==> config.mk <==
export PLATFORM = sky130hd
export DESIGN_NAME = pwm_multichannel_shadowed_flat
export DESIGN_NICKNAME = d
export VERILOG_FILES = /design/src/rtl/pwm_multichannel_shadowed_if.sv /design/src/rtl/pwm_multichannel_shadowed.sv /design/src/flat_wrapper.sv
export SDC_FILE = /design/constraint.sdc
export NUM_CORES = 1
export LEC_CHECK = 0
export CAP_MARGIN = 20
export CORE_MARGIN = 1
export CORE_UTILIZATION = 56
export CTS_BUF_LIST = sky130_fd_sc_hd__clkbuf_4 sky130_fd_sc_hd__clkbuf_8
export DETAILED_ROUTE_END_ITERATION = 10
export HOLD_SLACK_MARGIN = 0.08
export PLACE_DENSITY = 0.85
export SLEW_MARGIN = 20
export SYNTH_ARGS = -nofsm -noshare
export SYNTH_HDL_FRONTEND = slang
export SYNTH_SLANG_ARGS = --single-unit
==> constraint.sdc <==
create_clock -name clk -period 5.6 [get_ports clk]
set_input_delay 1.12 -clock clk [delete_from_list [all_inputs] [get_ports clk]]
set_output_delay 1.12 -clock clk [all_outputs]
set_load 0.02 [all_outputs]
==> src/rtl/pwm_multichannel_shadowed_if.sv <==
// Host-side register bus of the shadowed PWM block.
// The host (master) writes duty values into per-channel shadow registers and
// requests a commit; the PWM block (slave) reports whether a commit is still
// waiting for the next period boundary.
//   wr_en       host -> pwm   write wr_data into shadow[wr_addr]
//   wr_addr     host -> pwm   channel index (indices >= CHANNELS are ignored)
//   wr_data     host -> pwm   duty value 0..2**WIDTH-1
//   commit      host -> pwm   pulse: request shadow -> active copy
//   commit_pend pwm -> host   commit requested but not yet applied
interface pwm_multichannel_shadowed_if #(
  parameter int CHANNELS = 8,
  parameter int WIDTH    = 8
);
  localparam int ADDR_W = (CHANNELS > 1) ? $clog2(CHANNELS) : 1;

  logic              wr_en;
  logic [ADDR_W-1:0] wr_addr;
  logic [WIDTH-1:0]  wr_data;
  logic              commit;
  logic              commit_pend;

  modport master (output wr_en, output wr_addr, output wr_data, output commit,
                  input  commit_pend);
  modport slave  (input  wr_en, input  wr_addr, input  wr_data, input  commit,
                  output commit_pend);
endinterface

==> src/rtl/pwm_multichannel_shadowed.sv <==
// N-channel, W-bit PWM generator with shadowed duty registers.
// Duty values are written into shadow registers and copied into the active set
// only at a PWM period boundary (or immediately while idle), so an output never
// changes duty mid-period. A prescaler slows the counter; the counter is either a
// sawtooth (edge aligned) or an up/down triangle (centre aligned).
// Ports:
//   clk, reset    clock, synchronous active-high reset
//   enable        1 = run the counter, 0 = idle (outputs at polarity level)
//   prescale      counter advances every prescale+1 clocks
//   polarity      per-channel output inversion
//   bus (slave)   shadow write / commit interface, commit_pend status
//   period_start  1-clock pulse after each period boundary
//   pwm_out       registered PWM outputs
module pwm_multichannel_shadowed #(
  parameter int CHANNELS       = 8,
  parameter int WIDTH          = 8,
  parameter int PRESCALE_W     = 8,
  parameter bit CENTER_ALIGNED = 1'b0
) (
  input  logic                  clk,
  input  logic                  reset,
  input  logic                  enable,
  input  logic [PRESCALE_W-1:0] prescale,
  input  logic [CHANNELS-1:0]   polarity,
  pwm_multichannel_shadowed_if.slave bus,
  output logic                  period_start,
  output logic [CHANNELS-1:0]   pwm_out
);
  localparam int ADDR_W = (CHANNELS > 1) ? $clog2(CHANNELS) : 1;
  // Last counter value of a ramp: MAX-1, so a period is MAX ticks per ramp.
  localparam logic [WIDTH-1:0]      CNT_LAST = WIDTH'((2 ** WIDTH) - 2);
  localparam logic [WIDTH-1:0]      CNT_ONE  = WIDTH'(1);
  localparam logic [PRESCALE_W-1:0] PSC_ONE  = PRESCALE_W'(1);

  logic [PRESCALE_W-1:0] psc_cnt_r;
  logic [WIDTH-1:0]      cnt_r;
  logic                  dir_down_r;
  logic [WIDTH-1:0]      shadow_r [CHANNELS];
  logic [WIDTH-1:0]      active_r [CHANNELS];
  logic                  commit_pend_r;
  logic                  period_start_r;
  logic [CHANNELS-1:0]   pwm_out_r;

  logic                  tick_s;
  logic                  boundary_s;
  logic                  apply_s;
  logic [PRESCALE_W-1:0] psc_nxt_s;
  logic [WIDTH-1:0]      cnt_nxt_s;
  logic                  dir_nxt_s;

  // Prescaler tick, counter next state and period boundary detection
  always_comb begin
    tick_s     = 1'b0;
    boundary_s = 1'b0;
    psc_nxt_s  = '0;
    cnt_nxt_s  = '0;
    dir_nxt_s  = 1'b0;
    if (enable) begin
      // >= rather than == so that lowering prescale mid-count ticks at once
      tick_s    = (psc_cnt_r >= prescale);
      psc_nxt_s = tick_s ? '0 : (psc_cnt_r + PSC_ONE);
      cnt_nxt_s = cnt_r;
      dir_nxt_s = dir_down_r;
      if (!tick_s) begin
        cnt_nxt_s = cnt_r;
      end else if (CENTER_ALIGNED) begin
        // Triangle: each end value is held for one tick while direction flips
        if (!dir_down_r) begin
          if (cnt_r == CNT_LAST) begin
            dir_nxt_s = 1'b1;
          end else begin
            cnt_nxt_s = cnt_r + CNT_ONE;
          end
        end else begin
          if (cnt_r == '0) begin
            dir_nxt_s  = 1'b0;
            boundary_s = 1'b1;
          end else begin
            cnt_nxt_s = cnt_r - CNT_ONE;
          end
        end
      end else begin
        if (cnt_r == CNT_LAST) begin
          cnt_nxt_s  = '0;
          boundary_s = 1'b1;
        end else begin
          cnt_nxt_s = cnt_r + CNT_ONE;
        end
      end
    end else begin
      tick_s = 1'b0;
    end
  end

  // While idle there is no period to wait for, so a commit lands on the next clock
  assign apply_s = (commit_pend_r | bus.commit) & (boundary_s | ~enable);

  // Prescaler, counter and direction state
  always_ff @(posedge clk) begin
    if (reset) begin
      psc_cnt_r  <= '0;
      cnt_r      <= '0;
      dir_down_r <= 1'b0;
    end else begin
      psc_cnt_r  <= psc_nxt_s;
      cnt_r      <= cnt_nxt_s;
      dir_down_r <= dir_nxt_s;
    end
  end

  // Shadow registers; an out-of-range address matches no channel and is dropped
  always_ff @(posedge clk) begin
    if (reset) begin
      for (int i = 0; i < CHANNELS; i++) begin
        shadow_r[i] <= '0;
      end
    end else begin
      for (int i = 0; i < CHANNELS; i++) begin
        if (bus.wr_en && (bus.wr_addr == ADDR_W'(i))) begin
          shadow_r[i] <= bus.wr_data;
        end
      end
    end
  end

  // Active duty set and commit handshake; the copy takes this cycle's shadow values
  always_ff @(posedge clk) begin
    if (reset) begin
      for (int i = 0; i < CHANNELS; i++) begin
        active_r[i] <= '0;
      end
      commit_pend_r <= 1'b0;
    end else begin
      if (apply_s) begin
        for (int i = 0; i < CHANNELS; i++) begin
          active_r[i] <= shadow_r[i];
        end
        commit_pend_r <= 1'b0;
      end else if (bus.commit) begin
        commit_pend_r <= 1'b1;
      end
    end
  end

  // Registered compare outputs and period start pulse
  always_ff @(posedge clk) begin
    if (reset) begin
      pwm_out_r      <= '0;
      period_start_r <= 1'b0;
    end else begin
      period_start_r <= boundary_s;
      for (int i = 0; i < CHANNELS; i++) begin
        pwm_out_r[i] <= enable ? ((cnt_r < active_r[i]) ^ polarity[i]) : polarity[i];
      end
    end
  end

  assign bus.commit_pend = commit_pend_r;
  assign period_start    = period_start_r;
  assign pwm_out         = pwm_out_r;
endmodule

==> src/flat_wrapper.sv <==
// flat-port wrapper written by rule: the top's interface ports become plain ports
module pwm_multichannel_shadowed_flat 
#(
  parameter int CHANNELS       = 8,
  parameter int WIDTH          = 8,
  parameter int PRESCALE_W     = 8,
  parameter bit CENTER_ALIGNED = 1'b0
)
  (clk, reset, enable, prescale, polarity, period_start, pwm_out, bus_wr_en, bus_wr_addr, bus_wr_data, bus_commit, bus_commit_pend);
  pwm_multichannel_shadowed_if #(.CHANNELS(CHANNELS), .WIDTH(WIDTH)) bus_i ();
  input  logic clk;
  input  logic reset;
  input  logic enable;
  input  logic [PRESCALE_W-1:0] prescale;
  input  logic [CHANNELS-1:0] polarity;
  output logic period_start;
  output logic [CHANNELS-1:0] pwm_out;
  input wire logic [$bits(bus_i.wr_en)-1:0] bus_wr_en;
  input wire logic [$bits(bus_i.wr_addr)-1:0] bus_wr_addr;
  input wire logic [$bits(bus_i.wr_data)-1:0] bus_wr_data;
  input wire logic [$bits(bus_i.commit)-1:0] bus_commit;
  output wire logic [$bits(bus_i.commit_pend)-1:0] bus_commit_pend;
  assign bus_i.wr_en = bus_wr_en;
  assign bus_i.wr_addr = bus_wr_addr;
  assign bus_i.wr_data = bus_wr_data;
  assign bus_i.commit = bus_commit;
  assign bus_commit_pend = bus_i.commit_pend;
  pwm_multichannel_shadowed #(.CHANNELS(CHANNELS), .WIDTH(WIDTH), .PRESCALE_W(PRESCALE_W), .CENTER_ALIGNED(CENTER_ALIGNED)) u_core (.clk(clk), .reset(reset), .enable(enable), .prescale(prescale), .polarity(polarity), .bus(bus_i), .period_start(period_start), .pwm_out(pwm_out));
endmodule
**After elaboration in Yosys (flattened, before gate mapping)**

Memories as Yosys holds them, arrays and structs flattened.
Index checks and enable logic that the tools add are counted.

- Input port bits: 32
- Bits in registers: 26
- Memories: 2
- Bits in writable memories: 128
- Output and inout port bits: 10

- Bitwise operators: 28
- Muxes and demuxes: 57
- Equality and inequality tests: 8
- Reduce and logical (&&, ||, !) cells: 12
- Magnitude comparators: 9
- Add/subtract/negate cells: 2

Memories:

| name | depth | bits a word | rd ports | clocked after memory_dff | wr ports | line | source |
|---|---|---|---|---|---|---|---|
| u_core.active_r | 8 | 8 | 8 | 0 | 8 | pwm_multichannel_shadowed.sv:39 | `logic [WIDTH-1:0] active_r [CHANNELS];` |
| u_core.shadow_r | 8 | 8 | 8 | 0 | 8 | pwm_multichannel_shadowed.sv:38 | `logic [WIDTH-1:0] shadow_r [CHANNELS];` |

Operator list:

| operator | count |
|---|---|
| 8-bit two-way mux | 17 |
| 8-bit < comparator | 8 |
| 1-bit two-way mux | 40 |
| 1-bit bitwise OR | 18 |
| 8-bit by 1-bit adder with 8-bit output, second input constant | 2 |
| 3-bit == test, second input constant | 4 |
| 8-bit == test, second input constant | 1 |
| 8-bit greater-or-equal comparator | 1 |
| 1-bit logical AND | 8 |
| 1-bit XOR | 8 |
| 3-bit by 2-bit == test with 1-bit output, second input constant | 2 |
| 2-bit OR reduction | 2 |
| 3-bit by 1-bit == test with 1-bit output, second input constant | 1 |
| 3-bit zero test | 1 |
| 3-bit OR reduction | 1 |
| 1-bit AND | 1 |
| 1-bit inverter | 1 |

**Depth between registers and ports, before layout**

- Depth after elaboration: 10
- Mapped depth: 9
- Depth with buffers taken out: 7

**Worst setup path before layout**

No wires, ideal clock.

- Kind: input to register
- Start point: input port prescale[0]
- End point: memory u_core.active_r[0][0] (enable)
- Buffers on the path: 2
- Path slack: -258 ps
- Data arrival time: 5359 ps
- Stages: 8
- Cell sequence: ha_1 > nand2b_1 > a211oi_1 > o221a_2 > o31a_1 > buf_6 > buf_6 > o21bai_1

RTL lines:

| what | line | source |
|---|---|---|
| start: declaration | flat_wrapper.sv:14 | `input logic [PRESCALE_W-1:0] prescale;` |
| end: declaration | pwm_multichannel_shadowed.sv:39 |  |

==> results summary <==
Wires add up to 15.5 mm. The category of the most critical setup path is in -> reg. The post-route cell area came out at 0.00853 mm². Entering global routing, the biggest net connects 49 pins. The number of top-level design ports came out at 42.

The TritonCTS clock tree is done. The total number of placement rows came out at 42. The H-tree depth reported by CTS came out at 4. The peak ir drop on the vdd network came out at 146 µV. The area fraction in and, or, nand and nor cells after synthesis is 0.179.

Headroom to the max-slew limit came out at 0.334. The total congestion overflow is 0. The number of enable-type register cells in the synthesized netlist came out at 128.

In this run the worst hold path is classified as reg -> reg. The flow ran to the end, and the final reports show no timing, DRC or antenna violations. Of the total synthesized cell area, the portion taken by full adders, half adders and majority gates is 0.111.

The post-CTS setup repair buffer count is 0. The full die area is 0.0139 mm². The sequential area share after synthesis came out at 0.579. The first-pass iteration count of the detailed router came out at 5. The worst-path maximum fanout is 33. The clock insertion delay at the later pin of the skew report came out at 0.44 ns. The vias per cell is 5.66. The number of buffers on the longest clock path came out at 2. The count of unresolved DRC violations after routing came out at 0. The post-detailed-route count of antenna-violating nets came out at 0. In this run the vertical extent of the chip is 118 µm. The cell area after placement is 0.00812 mm². Data arrives at the worst endpoint at 3.80 ns. Among all flip-flop cells after synthesis, the most frequent one is sky130_fd_sc_hd__edfxtp_1. The post-route worst setup slack is 1.93 ns. The final routed wire length divided by cell count is 17.5 µm. The data required time at the worst endpoint is 5.74 ns. The fraction of synthesized cell area taken by the top area cell type came out at 0.510. From synthesis to final layout, the design area changed by 13.1%. The die is 118 µm wide. Yosys attributes the largest share of cell area to sky130_fd_sc_hd__edfxtp_1 51%, sky130_fd_sc_hd__ha_1 11%, sky130_fd_sc_hd__dfxtp_1 6.9%. After clock tree synthesis, the clock-pin slew on the worst setup and hold paths is 0.08 ns. The worst setup path is captured at a flip-flop. The xor/xnor cell area share of the yosys netlist came out at 0.0163. The floorplan core area is 0.0132 mm². The number of diodes added for antenna fixing is 0. The sum of negative setup slack is 0 ns. The hold-critical path depth is 1. The worst register-to-register path has a depth of 6. The max capacitance violation total came out at 0. The post-layout minimum cycle time came out at 3.67 ns. TritonCTS created 17 clock buffers. The post-synthesis async set-or-reset flop share came out at 0. After synthesis, the largest family of logic cells by area is simple AND/OR/NAND/NOR gates.

The initial antenna violation count is 0. The reported leakage power came out at 3.29 nW. The number of gates resized after CTS was 0. The HPWL after detailed placement is 10.4 mm. At the end of routability-driven placement, the weighted congestion stood at 0.896. The count of distinct cell types in the synthesized netlist came out at 43. The global-route usage over all layers came out at 0.236. The count of endpoints failing hold in the final timing report came out at 0.

Measured against the total synthesized area, the mux share comes to 0. The worst setup slack after placement is 1.46 ns. The synthesis warning total is 0. The layout filler cell count came out at 917.

The layout cell share with drive strength beyond 1 is 0.0702. The wire length of the first global-routing pass is 25.1 mm. The peak clock frequency supported by timing came out at 273 MHz. Setup repair after global routing left no endpoint under its margin. The transition at the pin with the smallest max-transition slack came out at 0.999 ns.

The synthesized netlist net count came out at 757. STA classifies the critical path startpoint as an input pin. During placement, the flow inserted port buffers numbering 41. The clock arrives with 0.0161 ns of skew. For this run, the post-layout net count is 798.

The number of failing setup endpoints in the final timing report is 0. The number of clock sinks seen by CTS is 154. The share of the synthesized area in compound gates (AO/OA/AOI/OAI) was 0.0604. The post-synthesis instance total is 658. The number of vias after detailed routing is 5025. The buffer type at the clock tree root is sky130_fd_sc_hd__clkbuf_8. The number of hold buffers added after CTS was 0.

The via count of the first global-routing pass came to 5066. The synthesis-stage register bit count came out at 154. The cell type with the highest aggregate area in the netlist is sky130_fd_sc_hd__edfxtp_1. The max-slew violation total from the final report is 0. The power density over the cells is 283 mW/mm². The fraction of the cycle the final worst path needs came out at 0.655. The per-instance average area after synthesis is 11.5 µm². The effective utilization at floorplan came out at 0.572. The cell area after synthesis came out at 0.00754 mm². The first routing iteration left 377 violations.
-- state kept, by name (all words and copies together) (netlist names) --
name and flops:
u_core.shadow_r 64, u_core.active_r 64, u_core.cnt_r 8, u_core.period_start 1, u_core.psc_cnt_r 8, u_core.pwm_out 8, u_core.bus.commit_pend 1
-- cell type report --
cell class                      count  area [µm²]  area share
Inverter                           83         312      0.0365
Sequential cell                   154        4360       0.512
Timing Repair Buffer               44         445      0.0522
Clock inverter                     14         168      0.0197
Clock buffer                       18         241      0.0283
Tap cell                          176         220      0.0258
Multi-Input combinational cell    399        2780       0.326
-- Yosys cell counts, types with 3 or more instances --
cell / instances
sky130_fd_sc_hd__nor2_1: 88
sky130_fd_sc_hd__xnor2_1: 11
sky130_fd_sc_hd__nand2_1: 33
sky130_fd_sc_hd__o21ai_0: 18
sky130_fd_sc_hd__a21oi_1: 22
sky130_fd_sc_hd__a211oi_1: 5
sky130_fd_sc_hd__xor2_1: 3
sky130_fd_sc_hd__edfxtp_1: 128
sky130_fd_sc_hd__buf_2: 4
sky130_fd_sc_hd__o31ai_1: 4
sky130_fd_sc_hd__nor3_1: 10
sky130_fd_sc_hd__nor3b_1: 47
sky130_fd_sc_hd__inv_1: 83
sky130_fd_sc_hd__nor2b_1: 18
sky130_fd_sc_hd__ha_1: 67
sky130_fd_sc_hd__clkbuf_1: 15
sky130_fd_sc_hd__o2111ai_1: 8
sky130_fd_sc_hd__o211ai_1: 3
sky130_fd_sc_hd__nand3_1: 11
sky130_fd_sc_hd__nand2b_1: 16
sky130_fd_sc_hd__dfxtp_1: 26
sky130_fd_sc_hd__nor3b_2: 9
sky130_fd_sc_hd__and2_1: 3
-- path summary, 6_finish.rpt --
kind	startpoint	to	slack (ns)
worst max-delay path	prescale[6]	u_core.active_r[1][29]	1.93
worst min-delay path	u_core.psc_cnt_r[0]	u_core.psc_cnt_r[0]	0.49
worst max register to register	u_core.cnt_r[1]	u_core.active_r[1][29]	2.37
worst min register to register	u_core.psc_cnt_r[0]	u_core.psc_cnt_r[0]	0.49
-- power breakdown --
part           internal [W]  total (W)  switching, W
clock network      0.000447   0.000856      0.000409
registers           0.00132    0.00135     0.0000244
logic             0.0000869   0.000214      0.000127
-- stage by stage --
stage	hold slack, ns	instances	util	total power, W
floorplan	0.441	658	-	0.00150
global placement	0.468	856	0.615	0.00157
detailed placement	0.471	856	0.615	0.00158
CTS	0.490	888	0.646	0.00243
global route	0.531	888	0.646	0.00250
finish	0.487	888	0.646	0.00242
-- kinds of logic after synthesis --
logic type	after synthesis
DFF	154
and+or+nand+nor	247
adders and majority gates	67
buffers and inverters	105
AOI/OAI and AO/OA	71
xor gates and xnor gates	14
-- per-layer routing --
| metal | track usage | wire length, µm | share of wire | up-vias |
|---|---|---|---|---|
| li1 | - | - | - | 2380 |
| met1 | 0.294 | 6220 | 0.40 | 2381 |
| met2 | 0.395 | 7730 | 0.50 | 228 |
| met3 | 0.0412 | 1100 | 0.071 | 36 |
| met4 | 0.119 | 466 | 0.030 | 0 |
| met5 | 0 | 0 | 0 | - |
-- worst max-delay path, cell delays in order --
cell	delay, ns
sky130_fd_sc_hd__clkdlybuf4s50_1	0.45
sky130_fd_sc_hd__inv_1	0.04
sky130_fd_sc_hd__ha_1	0.29
sky130_fd_sc_hd__a21oi_1	0.10
sky130_fd_sc_hd__o221a_2	0.37
sky130_fd_sc_hd__o31a_2	0.39
sky130_fd_sc_hd__o21bai_4	0.73
sky130_fd_sc_hd__buf_12	0.30
-- cell usage in the layout (no fill, tap or decap), types with 2 or more instances in the layout --
master,instances
sky130_fd_sc_hd__xnor2_1,11
sky130_fd_sc_hd__o31ai_1,4
sky130_fd_sc_hd__nor3_1,10
sky130_fd_sc_hd__and2_1,3
sky130_fd_sc_hd__inv_1,83
sky130_fd_sc_hd__o21ai_0,18
sky130_fd_sc_hd__nor3b_2,9
sky130_fd_sc_hd__a21oi_1,22
sky130_fd_sc_hd__xor2_1,3
sky130_fd_sc_hd__nor3b_1,47
sky130_fd_sc_hd__or4_1,2
sky130_fd_sc_hd__clkdlybuf4s50_1,41
sky130_fd_sc_hd__bufinv_16,3
sky130_fd_sc_hd__nand2_1,33
sky130_fd_sc_hd__clkinv_4,2
sky130_fd_sc_hd__nor2_1,88
sky130_fd_sc_hd__nand3_1,11
sky130_fd_sc_hd__clkinv_2,3
sky130_fd_sc_hd__dfxtp_1,26
sky130_fd_sc_hd__and3_1,2
sky130_fd_sc_hd__nand2b_1,16
sky130_fd_sc_hd__or2_2,2
sky130_fd_sc_hd__inv_6,3
sky130_fd_sc_hd__nor2b_1,18
sky130_fd_sc_hd__o211ai_1,3
sky130_fd_sc_hd__clkbuf_8,17
sky130_fd_sc_hd__clkinvlp_4,2
sky130_fd_sc_hd__edfxtp_1,128
sky130_fd_sc_hd__a41o_1,2
sky130_fd_sc_hd__a211oi_1,5
sky130_fd_sc_hd__buf_4,2
sky130_fd_sc_hd__nand4b_1,2
sky130_fd_sc_hd__o2111ai_1,8
sky130_fd_sc_hd__ha_1,67
Power figures use the tool's default switching activity.
